===== src/rtl/sodor_verif_pkg.sv =====
// rtl/sodor_verif_pkg.sv - shared constants and types for the Sodor verification harness
package sodor_verif_pkg;

   // Canonical RISC-V NOP: addi x0, x0, 0
   localparam logic [31:0] RV_NOP = 32'h0000_0013;

   // Major opcodes used by the constrained-instruction generator
   localparam logic [6:0] OPC_OP     = 7'b0110011;
   localparam logic [6:0] OPC_OP_IMM = 7'b0010011;
   localparam logic [6:0] OPC_BRANCH = 7'b1100011;

   // Responder operating mode: program preload, then fetch service
   typedef enum logic {
      ST_LOAD  = 1'b0,
      ST_SERVE = 1'b1
   } resp_state_t;

endpackage


===== src/rtl/sodor_resp_delay.sv =====
// rtl/sodor_resp_delay.sv - fixed-depth valid/data pipeline for imem responses
module sodor_resp_delay
   import sodor_verif_pkg::*;
#(
   parameter int LATENCY = 1
) (
   input  logic        clock,
   input  logic        reset,
   input  logic        in_valid,
   input  logic [31:0] in_data,
   output logic        out_valid,
   output logic [31:0] out_data
);

   logic        valid_q [LATENCY];
   logic [31:0] data_q  [LATENCY];

   // Shift valid/data one stage per cycle; empty slots carry NOP so the
   // output data is never stale or unknown while valid is low.
   always_ff @(posedge clock or negedge reset) begin
      if (!reset) begin
         for (int i = 0; i < LATENCY; i++) begin
            valid_q[i] <= 1'b0;
            data_q[i]  <= RV_NOP;
         end
      end else begin
         valid_q[0] <= in_valid;
         data_q[0]  <= in_valid ? in_data : RV_NOP;
         for (int i = 1; i < LATENCY; i++) begin
            valid_q[i] <= valid_q[i-1];
            data_q[i]  <= data_q[i-1];
         end
      end
   end

   assign out_valid = valid_q[LATENCY-1];
   assign out_data  = data_q[LATENCY-1];

endmodule


===== src/rtl/sodor_imem_responder.sv =====
// rtl/sodor_imem_responder.sv - preloadable instruction memory answering Sodor fetches
module sodor_imem_responder
   import sodor_verif_pkg::*;
#(
   parameter int          DEPTH     = 16,
   parameter logic [31:0] BASE_ADDR = 32'h0000_0000,
   parameter int          LATENCY   = 1
) (
   input  logic                       clock,
   input  logic                       reset,
   input  logic                       load_valid,
   output logic                       load_ready,
   input  logic [31:0]                load_data,
   input  logic                       load_last,
   input  logic                       req_valid,
   output logic                       req_ready,
   input  logic [31:0]                req_addr,
   output logic                       resp_valid,
   output logic [31:0]                resp_data,
   output logic [$clog2(DEPTH):0]     loaded_count,
   output logic                       serving,
   output logic                       misaligned_err,
   output logic                       range_err,
   output logic [15:0]                fetch_count
);

   localparam int             IW      = $clog2(DEPTH);
   localparam int             CW      = IW + 1;
   localparam logic [CW-1:0]  DEPTH_C = CW'(DEPTH);

   resp_state_t    state_q;
   resp_state_t    state_d;
   logic [CW-1:0]  count_q;
   logic [31:0]    mem [DEPTH];
   logic           load_fire;
   logic           req_fire;
   logic           req_misaligned;
   logic           req_out_of_range;
   logic [29:0]    req_index;
   logic [31:0]    rd_data;
   logic           mis_q;
   logic           rng_q;
   logic [15:0]    fetch_q;

   // Mode register; only reset leaves SERVE
   always_ff @(posedge clock or negedge reset) begin
      if (!reset) begin
         state_q <= ST_LOAD;
      end else begin
         state_q <= state_d;
      end
   end

   // Next mode and handshake readiness
   always_comb begin
      state_d    = state_q;
      load_ready = 1'b0;
      req_ready  = 1'b0;
      case (state_q)
         ST_LOAD: begin
            load_ready = (count_q != DEPTH_C);
            if (load_valid && load_ready &&
                (load_last || count_q == DEPTH_C - CW'(1))) begin
               state_d = ST_SERVE;
            end
         end
         ST_SERVE: begin
            req_ready = 1'b1;
         end
         default: begin
            state_d = ST_LOAD;
         end
      endcase
   end

   assign load_fire = load_valid & load_ready;
   assign req_fire  = req_valid & req_ready;

   // Number of program words captured so far
   always_ff @(posedge clock or negedge reset) begin
      if (!reset) begin
         count_q <= '0;
      end else if (load_fire) begin
         count_q <= count_q + CW'(1);
      end
   end

   // Program storage; contents survive reset, the count gates every read
   always_ff @(posedge clock) begin
      if (load_fire) begin
         mem[count_q[IW-1:0]] <= load_data;
      end
   end

   // Address decode: subtraction wraps, so addresses below the base land
   // at huge indices and fall out of range naturally.
   assign req_index        = 30'((req_addr - BASE_ADDR) >> 2);
   assign req_misaligned   = (req_addr[1:0] != 2'b00);
   assign req_out_of_range = (req_index >= 30'(count_q));
   assign rd_data          = (req_misaligned || req_out_of_range) ?
                             RV_NOP : mem[req_index[IW-1:0]];

   // Sticky fault flags, set in the cycle the offending request is accepted
   always_ff @(posedge clock or negedge reset) begin
      if (!reset) begin
         mis_q <= 1'b0;
         rng_q <= 1'b0;
      end else if (req_fire) begin
         mis_q <= mis_q | req_misaligned;
         rng_q <= rng_q | req_out_of_range;
      end
   end

   sodor_resp_delay #(
      .LATENCY (LATENCY)
   ) u_delay (
      .clock     (clock),
      .reset     (reset),
      .in_valid  (req_fire),
      .in_data   (rd_data),
      .out_valid (resp_valid),
      .out_data  (resp_data)
   );

   // Count issued responses, wrapping at 16 bits
   always_ff @(posedge clock or negedge reset) begin
      if (!reset) begin
         fetch_q <= '0;
      end else if (resp_valid) begin
         fetch_q <= fetch_q + 16'd1;
      end
   end

   assign loaded_count   = count_q;
   assign serving        = (state_q == ST_SERVE);
   assign misaligned_err = mis_q;
   assign range_err      = rng_q;
   assign fetch_count    = fetch_q;

endmodule


===== config.mk =====
export PLATFORM = sky130hd
export DESIGN_NAME = sodor_imem_responder
export DESIGN_NICKNAME = d
export VERILOG_FILES = /design/src/rtl/sodor_verif_pkg.sv /design/src/rtl/sodor_resp_delay.sv /design/src/rtl/sodor_imem_responder.sv
export SDC_FILE = /design/constraint.sdc
export NUM_CORES = 1
export LEC_CHECK = 0
export CORE_ASPECT_RATIO = 1.2
export CORE_UTILIZATION = 63
export CTS_BUF_LIST = sky130_fd_sc_hd__clkbuf_16
export DETAILED_ROUTE_END_ITERATION = 10
export PLACE_DENSITY = 0.93
export SYNTH_ARGS = -nofsm -noshare
export SYNTH_HDL_FRONTEND = slang
export SYNTH_SLANG_ARGS = --single-unit
export TNS_END_PERCENT = 50

===== constraint.sdc =====
create_clock -name clock -period 11.3 [get_ports clock]
set_clock_uncertainty 0.1 [all_clocks]
set_input_delay 1.13 -clock clock [delete_from_list [all_inputs] [get_ports clock]]
set_output_delay 1.13 -clock clock [all_outputs]
set_load 0.005 [all_outputs]

== Word-level counts from Yosys, hierarchy flattened ==
Memory sizes are Yosys's and may differ from the RTL's.
Cells that the tools add are included.

* Register bits: 57
* Memories: 1
* Memory bits (writable): 512
* Input port bits: 69
* Output and inout bits: 59
* Logic and storage cells: 30

* Magnitude comparators: 1
* Add/subtract/negate cells: 2
* Mux-type cells: 8
* Bitwise gates (word level): 4
* Equal/unequal tests: 2
* Reduce and logical (&&, ||, !) cells: 5

{| class="wikitable"
|+ Memories
! memory !! depth !! bits a word !! rd ports !! clocked after Yosys merged registers in !! wr ports !! RTL line !! text
|-
| mem || 16 || 32 || 1 || 0 || 1 || sodor_imem_responder.sv:34 || <nowiki>logic [31:0] mem [DEPTH];</nowiki>
|}

{| class="wikitable"
|+ Operators by type and width
! kind !! count
|-
| 32-bit 2-to-1 mux || 2
|-
| 30-bit by 5-bit >= comparator with 1-bit output || 1
|-
| 16-bit by 1-bit adder with 16-bit output, second input constant || 1
|-
| 1-bit 2-to-1 mux || 6
|-
| 5-bit by 1-bit adder with 5-bit output, second input constant || 1
|-
| 5-bit by 4-bit equality test with 1-bit output, second input constant || 1
|-
| 5-bit != test, second input constant || 1
|-
| 1-bit bitwise AND || 2
|-
| 1-bit logical AND || 2
|-
| 1-bit logical OR || 2
|-
| 1-bit bitwise OR || 2
|-
| 2-bit nonzero test || 1
|}

== Depth between registers and ports, before layout ==
Gate-level depths: netlist (run 1).

* Word-level depth: 5
* Mapped depth: 9

== Hierarchy ==
Synthesis (run 1) repeated with hierarchy kept, for this count alone.

* Cell total of the unflattened synthesis: 998
* Area total of the unflattened synthesis: 21743.4 µm²

{| class="wikitable"
|+ By module, submodules not included
! module !! area an instance (µm²) !! cells each !! seq. area each (µm²) !! instances
|-
| sodor_imem_responder || 20698.6 || 930 || 15975.3 || 1
|-
| sodor_resp_delay || 1044.8 || 68 || 829.5 || 1
|}

== Worst setup path before layout (run 1) ==
No wires, ideal clock.

* Path type: input port to flip-flop
* Start: in load_valid
* End: mem mem[3][0] (enable)
* Data arrival time: 4027 ps
* Stages on the path: 4
* Required time: 10739 ps
* Path slack: 6712 ps
* Buffers on the path: 0
* Library setup time: 461 ps
* Cell sequence: inv_1 -> a311oi_4 -> nand2_1 -> nor3_1

* Longest elaborated chain between the ends: 3

{| class="wikitable"
|+ RTL lines
! item !! RTL line !! text
|-
| start: declaration || sodor_imem_responder.sv:11 || <nowiki>input logic load_valid,</nowiki>
|-
| 1-bit bitwise AND || sodor_imem_responder.sv:76 || <nowiki>assign load_fire = load_valid & load_ready;</nowiki>
|-
| 1-bit 2-to-1 mux || sodor_imem_responder.sv:90 || <nowiki>if (load_fire) begin</nowiki>
|-
| 1-bit 2-to-1 mux (not written as such) || sodor_imem_responder.sv:91 || <nowiki>mem[count_q[IW-1:0]] <= load_data;</nowiki>
|-
| end: declaration || sodor_imem_responder.sv:34 ||
|}

Every way passes these cells.

== Worst setup path after layout (run 1) ==
* Start: in req_addr[2]
* End: reg u_delay.data_q (netlist bit u_delay.out_data[28])

* Longest elaborated chain between the ends: 4
* Elaborated cells on any way between the ends: 5

{| class="wikitable"
|+ RTL lines
! item !! RTL line !! text
|-
| start: declaration || sodor_imem_responder.sv:17 || <nowiki>input logic [31:0] req_addr,</nowiki>
|-
| 30-bit by 5-bit >= comparator with 1-bit output || sodor_imem_responder.sv:99 || <nowiki>assign req_out_of_range = (req_index >= 30'(count_q));</nowiki>
|-
| 1-bit logical OR || sodor_imem_responder.sv:100 || <nowiki>assign rd_data = (req_misaligned || req_out_of_range) ?</nowiki>
|-
| 32-bit 2-to-1 mux (*) || sodor_imem_responder.sv:100 ||
|-
| 32-bit 2-to-1 mux (*) || sodor_resp_delay.sv:28 || <nowiki>data_q[0] <= in_valid ? in_data : RV_NOP;</nowiki>
|-
| end signal: indexed assignment || sodor_resp_delay.sv:31 || <nowiki>data_q[i] <= data_q[i-1];</nowiki>
|-
| end: declaration || sodor_resp_delay.sv:16 || <nowiki>logic [31:0] data_q [LATENCY];</nowiki>
|}

Every way passes the cells marked *; elsewhere a longest branch is shown, timed or not.
A chain may end at the register's enable or synchronous reset.

==> results summary, run 1 <==
The standard-cell row count is 74. The area share of the largest cell type after synthesis is 71.04%. In this run the critical register-to-register path is captured at mem[1][15]. The area fraction in and, or, nand and nor cells after synthesis came out at 1.671%.

The portion of netlist area occupied by mux cells came out at 13.37%. The mean number of vias per cell came out at 6.845. The number of nets in the layout is 1,199.

The routed design has 52.59 mm of wire. The remaining antenna violation count came out at 0. The post-layout minimum cycle time came out at 4004 ps. The number of buffers inserted during clock tree synthesis came out at 51. At the placement stage, the worst setup path has a slack of 6620 ps. The worst setup path is launched from a primary input. The fraction of the mapped netlist area in adder cells came out at 0.6359%. The most critical setup path has its startpoint at req_addr[2]. The number of filler cells placed in the layout is 1,714.

The number of input and output port buffers inserted came out at 127. The flow ran to the end, and the final reports show no timing, DRC or antenna violations. The total number of vias is 11,082. The quantity of hold-fixing buffers added after cts came out at 0. The hold path startpoint is range_err. The post-route non-filler standard cell count is 1,619. The critical path goes through clkbuf_8 -> buf_4 -> buf_4 -> mux4_2 -> a22oi_1 -> a211oi_2. The area of combinational cells with multiple inputs came out at 4639 sq um. The synthesized netlist contains 38 unique library cells. The residual overflow from global routing is 0. The core outline area is 33,890 sq um. In the synthesized netlist the dominant register cell turns out to be edfxtp_1.

The sink count of the clock tree is 569. In this run the horizontal extent of the chip is 171.2 microns. Global routing used 31.29% of the available tracks across all layers.

The initial core utilization came out at 63.86%. The die covers 35,100 sq um. The number of remaining DRC errors came out at 0.

Dividing the detail-routed wire length by the instance count gives 32.48 microns. The cell sitting at the root of the clock tree is a clkbuf_16. The worst-case IR drop observed on VDD is 139.8 uV. The synthesized netlist cell count is 966. The utilization after layout came out at 74.45%. The max-slew violation total from the final report came out at 0.

Once detailed placement completed, the half-perimeter wirelength came to 27.04 mm. The floorplan step set the die height to 205.0 microns. The clock latency of the later-clocked register in the worst-skew pair is 570 ps.

The slack of the worst reg-to-reg path came out at 7820 ps. The Yosys warning count came out at 0. The endpoint kind of the worst setup timing path is a flop. Cells with a size suffix above 1 make up 24.81% of the layout.

Dividing total power by cell area gives a power density of 175.3 nW/um^2. The top fanout value on the critical path came out at 45. The share of async-settable or async-resettable flops after synthesis came out at 10.02%. The tightest slew margin relative to the limit is 12.43%. The total setup violations reported at the end of the flow is 0.

The layout-stage area growth over the synthesis result is 16.57%. The length in cells of the worst reg-to-reg path is 6. In this run, synthesis inferred 512 flip-flops with an integrated enable. The count of placed standard cells including taps is 1,522. Yosys attributes the largest share of cell area to edfxtp_1, mux4_2, dfrtp_1. Setup repair after global routing left no endpoint under its margin. The slew at the pin with the worst max-slew slack is 1310 ps. The number of global-route vias before repair is 11,630.

The count of cells resized by post-cts repair came out at 0. The source of the worst register-to-register timing path is loaded_count[0]. The maximum root-to-sink buffer count came out at 3. TritonCTS built the clock tree. The number of nets produced by synthesis came out at 1,046.

After synthesis, flip-flops and latches occupy 77.65% of the total area. The leakage power figure is 8.114 nW. The number of optimization iterations in the first detailed-route pass is 5. The number of antenna violations at the first check in global routing is 3. The share of the clock period used by the worst path came out at 35.43%. The largest net degree at the start of global routing came out at 67. Data on the critical path arrives at its endpoint at 4300 ps. The cell seen most often among critical-path stages is buf_4. The setup path with the least slack is of type primary input to flop. The library cells used most frequently in the layout, excluding fill and tap cells, are edfxtp_1, mux4_2, clkdlybuf4s50_1, a22oi_1, dfrtp_1. In this run the count of I/O pins placed on the die edge is 128. The starting DRC count in detailed routing came out at 1,287. The combinational family with the most area after synthesis is multiplexers. The complex-gate fraction of the synthesized area came out at 4.394%. The most critical setup path has its endpoint at u_delay.out_data[28].

The total design power came out at 4.423 mW. Among all stages on the critical path, the largest delay is contributed by buf_4. The number of failing hold endpoints at the final stage is 0.

The library cell used most frequently in the layout, excluding fill and tap cells, is edfxtp_1. The number of H-tree levels is 2. The maximum clock rate is 0.2497 GHz. The first global-routing pass estimated 76.40 mm of wire. The xor and xnor area share after synthesis came out at 0.7285%. Registers take 16,800 sq um. The total of max-cap violations is 0. The number of synthesized register bits came out at 569. The mean cell area of the mapped netlist came out at 22.40 sq um. The data required time of the critical path is 11,600 ps.

After routing, the total negative slack on setup checks comes to 0 ps. The tightest min-delay check is of the flop to flop type. Routability-driven placement finished with a final weighted congestion of 0.7747. The clock transition time at the flip-flop clock pins of the worst setup and hold paths is 70 ps. The cell type with the highest aggregate area in the netlist is edfxtp_1. After synthesis the cells add up to 21,640 sq um.

The post-CTS setup buffer count came out at 0. The peak per-stage delay on the critical path is 830 ps. The worst setup margin came out at 7296 ps.
==> critical path: cells and delay by family <==
| kind | cells | cell delay, ps |
|---|---|---|
| buffers and inverters | 3 | 2010 |
| muxes | 1 | 670 |
| AOI/OAI and AO/OA | 2 | 450 |
==> through the flow <==
| stage | instance area [sq um] | hold slack (ps) |
|---|---|---|
| after floorplan | 21640 | 356.3 |
| after global placement | 23500 | 346.8 |
| after detailed placement | 23500 | 363.3 |
| after CTS | 25220 | 379.5 |
| after global routing | 25230 | 395.7 |
| final | 25230 | 375.8 |
==> logic make-up (layout without fill, tap and decap cells) <==
family                   count (synthesis)  count (layout)
flip-flops                             569             569
AND/OR/NAND/NOR                         74              74
AO/OA/AOI/OAI                          105             105
buffers and inverters                   60             255
XOR/XNOR                                18              18
other                                    0               2
adder cells (fa/ha/maj)                 11              11
multiplexers                           129             129
==> Yosys cell counts (2+ instances only) <==
master and number:
nor2_1 19, a22oi_1 64, dfstp_2 3, mux4_2 128, nand4_1 8, inv_1 8, clkbuf_1 20, dfrtp_1 54
nand3_1 5, buf_4 8, ha_1 11, buf_1 5, xor2_1 5, xnor2_1 13, a211oi_2 29, nand2_1 18
buf_2 10, a31oi_1 2, edfxtp_1 512, and3_1 4, nor4_1 6, buf_6 9, nor3_1 7, o21ai_0 2
nor2b_1 3
==> metal layers <==
metal | routed length [microns] | global-route usage (%) | up-vias
met2 | 27710 | 53.12 | 801
met1 | 17240 | 38.20 | 5704
met3 | 4655 | 5.757 | 193
met5 | 13 | 0 | -
met4 | 2972 | 17.12 | 2
li1 | - | - | 4382
==> power by group <==
part,internal (mW),switching [mW]
registers,2.31,0.0366
logic,0.132,0.155
clock network,1.03,0.757
total,3.47,0.949
==> worst min-delay path by stage <==
stage	slack (ps)	to	cells after the start
floorplan	360	range_err	1
global placement	350	range_err	1
detailed placement	360	range_err	1
CTS	380	range_err	1
global route	400	range_err	1
finish	380	range_err	1
==> layout make-up <==
cell class / instances / area share (%)
Tap cell: 456 / 2.262
Sequential cell: 569 / 66.61
Timing Repair Buffer: 152 / 5.768
Clock inverter: 42 / 1.572
Multi-Input combinational cell: 337 / 18.39
Clock buffer: 53 / 5.257
Inverter: 8 / 0.1190
Antenna cell: 2 / 0.01984
==> sequential cells by signal (all words and copies together) (netlist names) <==
register and count:
mem 512, u_delay.out_data 32, u_delay.out_valid 1, serving 1, fetch_count 16, range_err 1, misaligned_err 1, loaded_count 5
No activity file was read; power rests on OpenSTA's default activity.
==> inputs of run 2 (changes only) <==
--- a/config.mk
+++ b/config.mk
@@ -6,10 +6,10 @@
 export NUM_CORES = 1
 export LEC_CHECK = 0
 export CORE_ASPECT_RATIO = 1.2
-export CORE_UTILIZATION = 63
+export CORE_UTILIZATION = 59
 export CTS_BUF_LIST = sky130_fd_sc_hd__clkbuf_16
 export DETAILED_ROUTE_END_ITERATION = 10
-export PLACE_DENSITY = 0.93
+export PLACE_DENSITY = 0.88
 export SYNTH_ARGS = -nofsm -noshare
 export SYNTH_HDL_FRONTEND = slang
 export SYNTH_SLANG_ARGS = --single-unit
==> constraint.sdc (replaced) <==
create_clock -name clock -period 3.9 [get_ports clock]
set_clock_uncertainty 0.1 [all_clocks]
set_input_delay 0.39 -clock clock [delete_from_list [all_inputs] [get_ports clock]]
set_output_delay 0.39 -clock clock [all_outputs]
set_load 0.005 [all_outputs]
==> results summary, run 2 (synthesis gave the netlist of run 1 again) <==
The total number of vias came out at 10,777. The maximum root-to-sink buffer count is 3. The standard-cell row count came out at 76. The tightest slew margin relative to the limit is 24.73%. In this run the critical register-to-register path is captured at mem[6][30]. The worst setup path is captured at a flop. The worst register-to-register path has a depth of 5. The die is 211.8 microns tall. During I/O placement, the number of pins put on the boundary was 128. The fraction of final layout cells sized beyond drive strength 1 came out at 25.23%. The leakage power figure is 8.168 nW.

The post-layout minimum cycle time is 3124 ps. In this run the remaining antenna-violating nets after routing total 0. After detailed routing, the number of vias per cell comes to 6.532. The register with the most flip-flops in the layout has 512 of them. At the worst endpoint, the required time is 4060 ps. The horizontal extent of the die came out at 176.8 microns. The number of H-tree levels came out at 2. After clock tree synthesis, the repair step resized 0 gates.

The largest net degree at the start of global routing is 72. The area of the die is 37,450 sq um. By startpoint and endpoint, the worst setup path is classified as flop to flop.

The startpoint kind of the worst setup timing path is a flop. The worst path uses 80.09% of the clock period. The max-slew violation total from the final report came to 0. The total power divided by cell area came out at 489.6 nW/um^2. The clock latency of the later-clocked register in the worst-skew pair is 570 ps. After floorplanning, the core was sized to cover 36,040 sq um.

The number of nets in the layout is 1,217. The starting DRC count in detailed routing is 1,150. Once the floorplan was initialized, standard cells occupied 60.05% of the core. The pre-antenna-repair detailed-routing pass consisted of 5 iterations. Setup repair after global routing left no endpoint under its margin. STA puts the critical path data arrival time at 3290 ps.

Dividing the detail-routed wire length by the instance count gives 29.79 microns. Input and output buffers added on the ports amount to 127. The flow ran to the end, and the final reports show no timing, DRC or antenna violations. The count of placed standard cells including taps is 1,550. CTS placed an instance of clkbuf_16 at the clock tree root. The detailed-placement wirelength estimate came out at 27.58 mm. The total design power is 12.38 mW.

The start point of the critical path is loaded_count[2]. The number of buffers inserted during clock tree synthesis is 52. The first global-routing pass estimated 73.14 mm of wire.

The total setup violations reported at the end of the flow is 0. The number of antenna violations at the first check in global routing is 1. For this design, the sink count on the clock tree is 569. The total of max-cap violations is 0. Routability-driven placement finished with a final weighted congestion of 0.8453. Clock-pin slew was measured on the worst setup and hold paths at 60 ps. The slew at the pin with the worst max-slew slack is 1125 ps. The number of remaining DRC errors is 0.

Derived from the worst setup path, the maximum achievable clock frequency is 0.3201 GHz. The overall routing resource usage came out at 27.51%. The top fanout value on the critical path came out at 17. The slack of the worst reg-to-reg path came out at 780 ps. The number of failing hold endpoints at the final stage is 0. The library cell used most frequently in the layout, excluding fill and tap cells, is edfxtp_1. The residual overflow from global routing is 0. The class of the most critical hold timing path is primary input to asynchronous set/reset pin.

TritonCTS built the clock tree. Compared with the post-synthesis result, the final layout area differs by 16.87%. The setup slack after placement came out at 764.3 ps.

The critical path ends at mem[6][30]. The routed design has 49.16 mm of wire. The startpoint identified for the worst register-to-register timing path is loaded_count[2]. The library cells used most frequently in the layout, excluding fill and tap cells, are edfxtp_1, mux4_2, clkdlybuf4s50_1, a22oi_1, dfrtp_1.

The post-route non-filler standard cell count came out at 1,650. The number of global-route vias before repair came out at 11,647. The maximum vdd ir drop is 372.3 uV. The worst path meets setup with 776.4 ps of slack.
==> run 2: power by group <==
group	switching (mW)	internal, mW
combinational	0.428	0.385
clock	2.16	2.60
sequential	0.105	6.70
==> run 2: per-stage QoR <==
| stage | utilization [%] | area, sq um | TNS, ps | hold WS, ps |
|---|---|---|---|---|
| detailed placement | 65.72 | 23680 | 0 | 366.7 |
| floorplan | - | 21650 | -16500 | -5.591 |
| finish | 70.18 | 25290 | 0 | 360.2 |
| global placement | 65.72 | 23680 | 0 | 346.6 |
| global route | 70.18 | 25290 | 0 | 392.1 |
| CTS | 70.17 | 25290 | 0 | 348.9 |
==> run 2: worst min path at each step <==
stage / start / endpoint / depth (start not counted)
2_1_floorplan: reset / fetch_count[0] / 0
3_3_place_gp: range_err / range_err / 1
3_5_place_dp: fetch_count[15] / fetch_count[15] / 1
4_1_cts: req_valid / misaligned_err / 3
5_1_grt: req_valid / misaligned_err / 3
6_report: reset / fetch_count[6] / 2
==> run 2: repair_timing <==
action / 4_1_cts / 5_1_grt
endpoints found under the hold margin: 30 / 0
hold buffers: 1 / 0
setup buffers: 0 / 0
==> run 2: critical path, stage by stage (launching register included) <==
cell and delay, ps:
dfrtp_1 670, nor2_1 210, a311oi_4 570, nand2_1 340
nor2_4 630, buf_12 270
==> run 2: layout make-up <==
cell class	instances	area (sq um)
sequential	569	16800
fill	2033	10750
multi-input combinational	337	4651
timing repair buffer	169	1623
clock buffer	53	1326
tap	468	585.6
clock inverter	45	270.3
inverter	8	30.03
antenna	1	2.502
==> run 2: metal layers <==
layer	GRT usage (%)	wire length, microns
met5	0	0
met4	12.28	2085
met3	3.825	3704
met2	48.32	26130
met1	34.08	17240
==> inputs of run 3 (changes only) <==
==> constraint.sdc (replaced) <==
create_clock -name clock -period 2.9 [get_ports clock]
set_clock_uncertainty 0.1 [all_clocks]
set_input_delay 0.29 -clock clock [delete_from_list [all_inputs] [get_ports clock]]
set_output_delay 0.29 -clock clock [all_outputs]
set_load 0.005 [all_outputs]
==> results summary, run 3 (synthesis gave the netlist of run 1 again) <==
At the pin with the least slew margin, the transition time is 872.4 ps. The floorplan step defined a die boundary enclosing 37,450 sq um. The number of failing hold endpoints at the final stage came out at 0. The worst hold path belongs to the class primary input to flop. The total number of vias is 10,963. The total setup violations reported at the end of the flow is 0. The maximum root-to-sink buffer count is 3.

The first global-routing pass estimated 72.42 mm of wire. After legalization and detailed placement, the total HPWL measured 27.15 mm. The aggregate routed wire length is 49.59 mm. In the layout the commonest cells are edfxtp_1, mux4_2, clkdlybuf4s50_1, a22oi_1, dfrtp_1. The top fanout value on the critical path came out at 16. The remaining antenna violation count is 0. The CTS tree is yes. The post-route non-filler standard cell count is 1,657. The worst setup path is captured at a flop. Final hold analysis gives a worst-case slack of 246.2 ps. Once layout is done, the placed cells without fillers occupy 25,590 sq um. The root buffer cell chosen for the clock tree is clkbuf_16. The number of H-tree levels is 2. The number of nets in the layout is 1,225. The total design power is 16.87 mW. The leakage power figure came out at 8.235 nW. The number of global-route vias before repair came out at 11,469.

The number of buffers inserted during clock tree synthesis is 51. The startpoint kind of the worst setup timing path is a flop. Clock latency on the worst-skew pair, taken at its later pin, is 560 ps.

In this run, the number of DRC markers left after iteration 0 of detailed routing was 1,083. The largest net degree at the start of global routing is 129. The count of placed standard cells including taps is 1,559. The fraction of final layout cells sized beyond drive strength 1 came out at 26.37%. In this run the horizontal extent of the chip is 176.8 microns. Post-CTS timing repair inserted 0 buffers for setup. Dividing the detail-routed wire length by the instance count gives 29.93 microns. The post-layout minimum cycle time came out at 2742 ps. The first detailed-routing pass ran for 5 iterations. CTS saw 569 sinks. The overall routing resource usage is 27.48%.

By startpoint and endpoint, the worst setup path is classified as flop to flop. The number of cells traversed by the worst hold path is 3. The tightest slew margin relative to the limit came out at 41.84%. The total power divided by cell area is 659.4 nW/um^2. The count of buffers added on input and output ports is 127.

Measured along the y axis, the die boundary spans 211.8 microns. The largest individual stage delay along the critical path comes from the cell a311oi_4. The initial core utilization is 60.05%. The share of the clock period used by the worst path is 94.56%. For this run, design rule violations remaining after detail routing come to 0. The slack of the worst reg-to-reg path came out at 160 ps. The number of gates resized after CTS was 0.

The library cell used most frequently in the layout, excluding fill and tap cells, is edfxtp_1. The number of antenna violations at the first check in global routing was 2. Traced cell by cell, the critical path runs through inv_1 -> ha_1 -> a311oi_4 -> nand2_1 -> nor3_4 -> buf_4. The maximum vdd ir drop came out at 554.2 uV. The standard cell area after detailed placement came out at 23,940 sq um.

The accumulated negative setup slack came out at 0 ps. The data arrival time of the critical path is 2880 ps. The core outline area came out at 36,040 sq um.

The clock transition time at the flip-flop clock pins of the worst setup and hold paths came out at 70 ps. The run finished with clean final reports. The residual overflow from global routing came out at 0.

Setup repair after global routing left no endpoint under its margin. After floorplanning, the core was divided into 76 placement rows. The length in cells of the worst reg-to-reg path came out at 6. The data required time of the critical path is 3040 ps. The layout-stage area growth over the synthesis result is 18.23%. Timing would allow up to 0.3647 GHz. Routability-driven placement finished with a final weighted congestion of 0.7559. The register with the most flip-flops in the layout has 512 of them. The total of max-cap violations is 0.

The max-slew violation total from the final report came out at 0. The mean number of vias per cell came out at 6.616. The peak per-stage delay on the critical path came out at 460 ps. The top-level port count came out at 128.
==> run 3: cell count changes in the layout (fill, tap and decap cells not counted), moves of 2 or more <==
cell       previous run  this run
clkinv_1             10        12
clkinv_2              5        12
buf_12                3        17
bufinv_16             2         4
buf_4                39        34
inv_1                27        16
nor3_2                2         0
nor3_4                2         4
==> run 3: report_power, final <==
| group | leakage (nW) | switching, mW | internal [mW] |
|---|---|---|---|
| clock network | 0.834 | 2.92 | 3.68 |
| registers | 5.35 | 0.0949 | 9.01 |
| logic | 2.05 | 0.627 | 0.544 |
| total | 8.23 | 3.64 | 13.2 |
==> run 3: critical path, delay by kind of cell (launching register included) <==
| kind | cells | cell delay (ps) |
|---|---|---|
| fa+ha+maj | 1 | 270 |
| buf+inv | 2 | 460 |
| simple gates | 2 | 670 |
| compound gates | 1 | 460 |
| flops | 1 | 410 |
==> run 3: final timing paths <==
path,from,end
setup / recovery,loaded_count[1],mem[3][16]
hold / removal,req_valid,misaligned_err
setup reg to reg,loaded_count[1],mem[3][16]
hold reg to reg,range_err,range_err
max in group asynchronous,reset,u_delay.out_data[29]
min in group asynchronous,reset,u_delay.out_data[5]
==> run 3: metrics by stage <==
stage	utilization, %	setup slack (ps)
global placement	66.42	274.9
global route	71.00	65.50
CTS	70.98	165.9
detailed placement	66.42	151.6
finish	71.00	157.7
floorplan	-	-446.0
==> run 3: final cells by class <==
class	count	area, sq um
fillers	1967	10450
inverters	8	30.03
repair buffers	178	1866
clock inverters	42	306.5
multi-input cells	337	4663
flip-flops and latches	569	16800
clock buffers	53	1326
well taps	468	585.6
diodes	2	5.005
==> run 3: repair_timing <==
action | in CTS | in global routing
hold buffers | 1 | 0
endpoints found under the setup margin | 0 | 0
endpoints found under the hold margin | 21 | 0
==> run 3: metal layers <==
layer,global-route usage [%],part of all wire [%],vias up
li1,-,-,4437
met1,32.75,34,5714
met2,50.41,55,688
met3,3.538,7.7,124
met4,10.94,3.7,0
met5,0,0,-
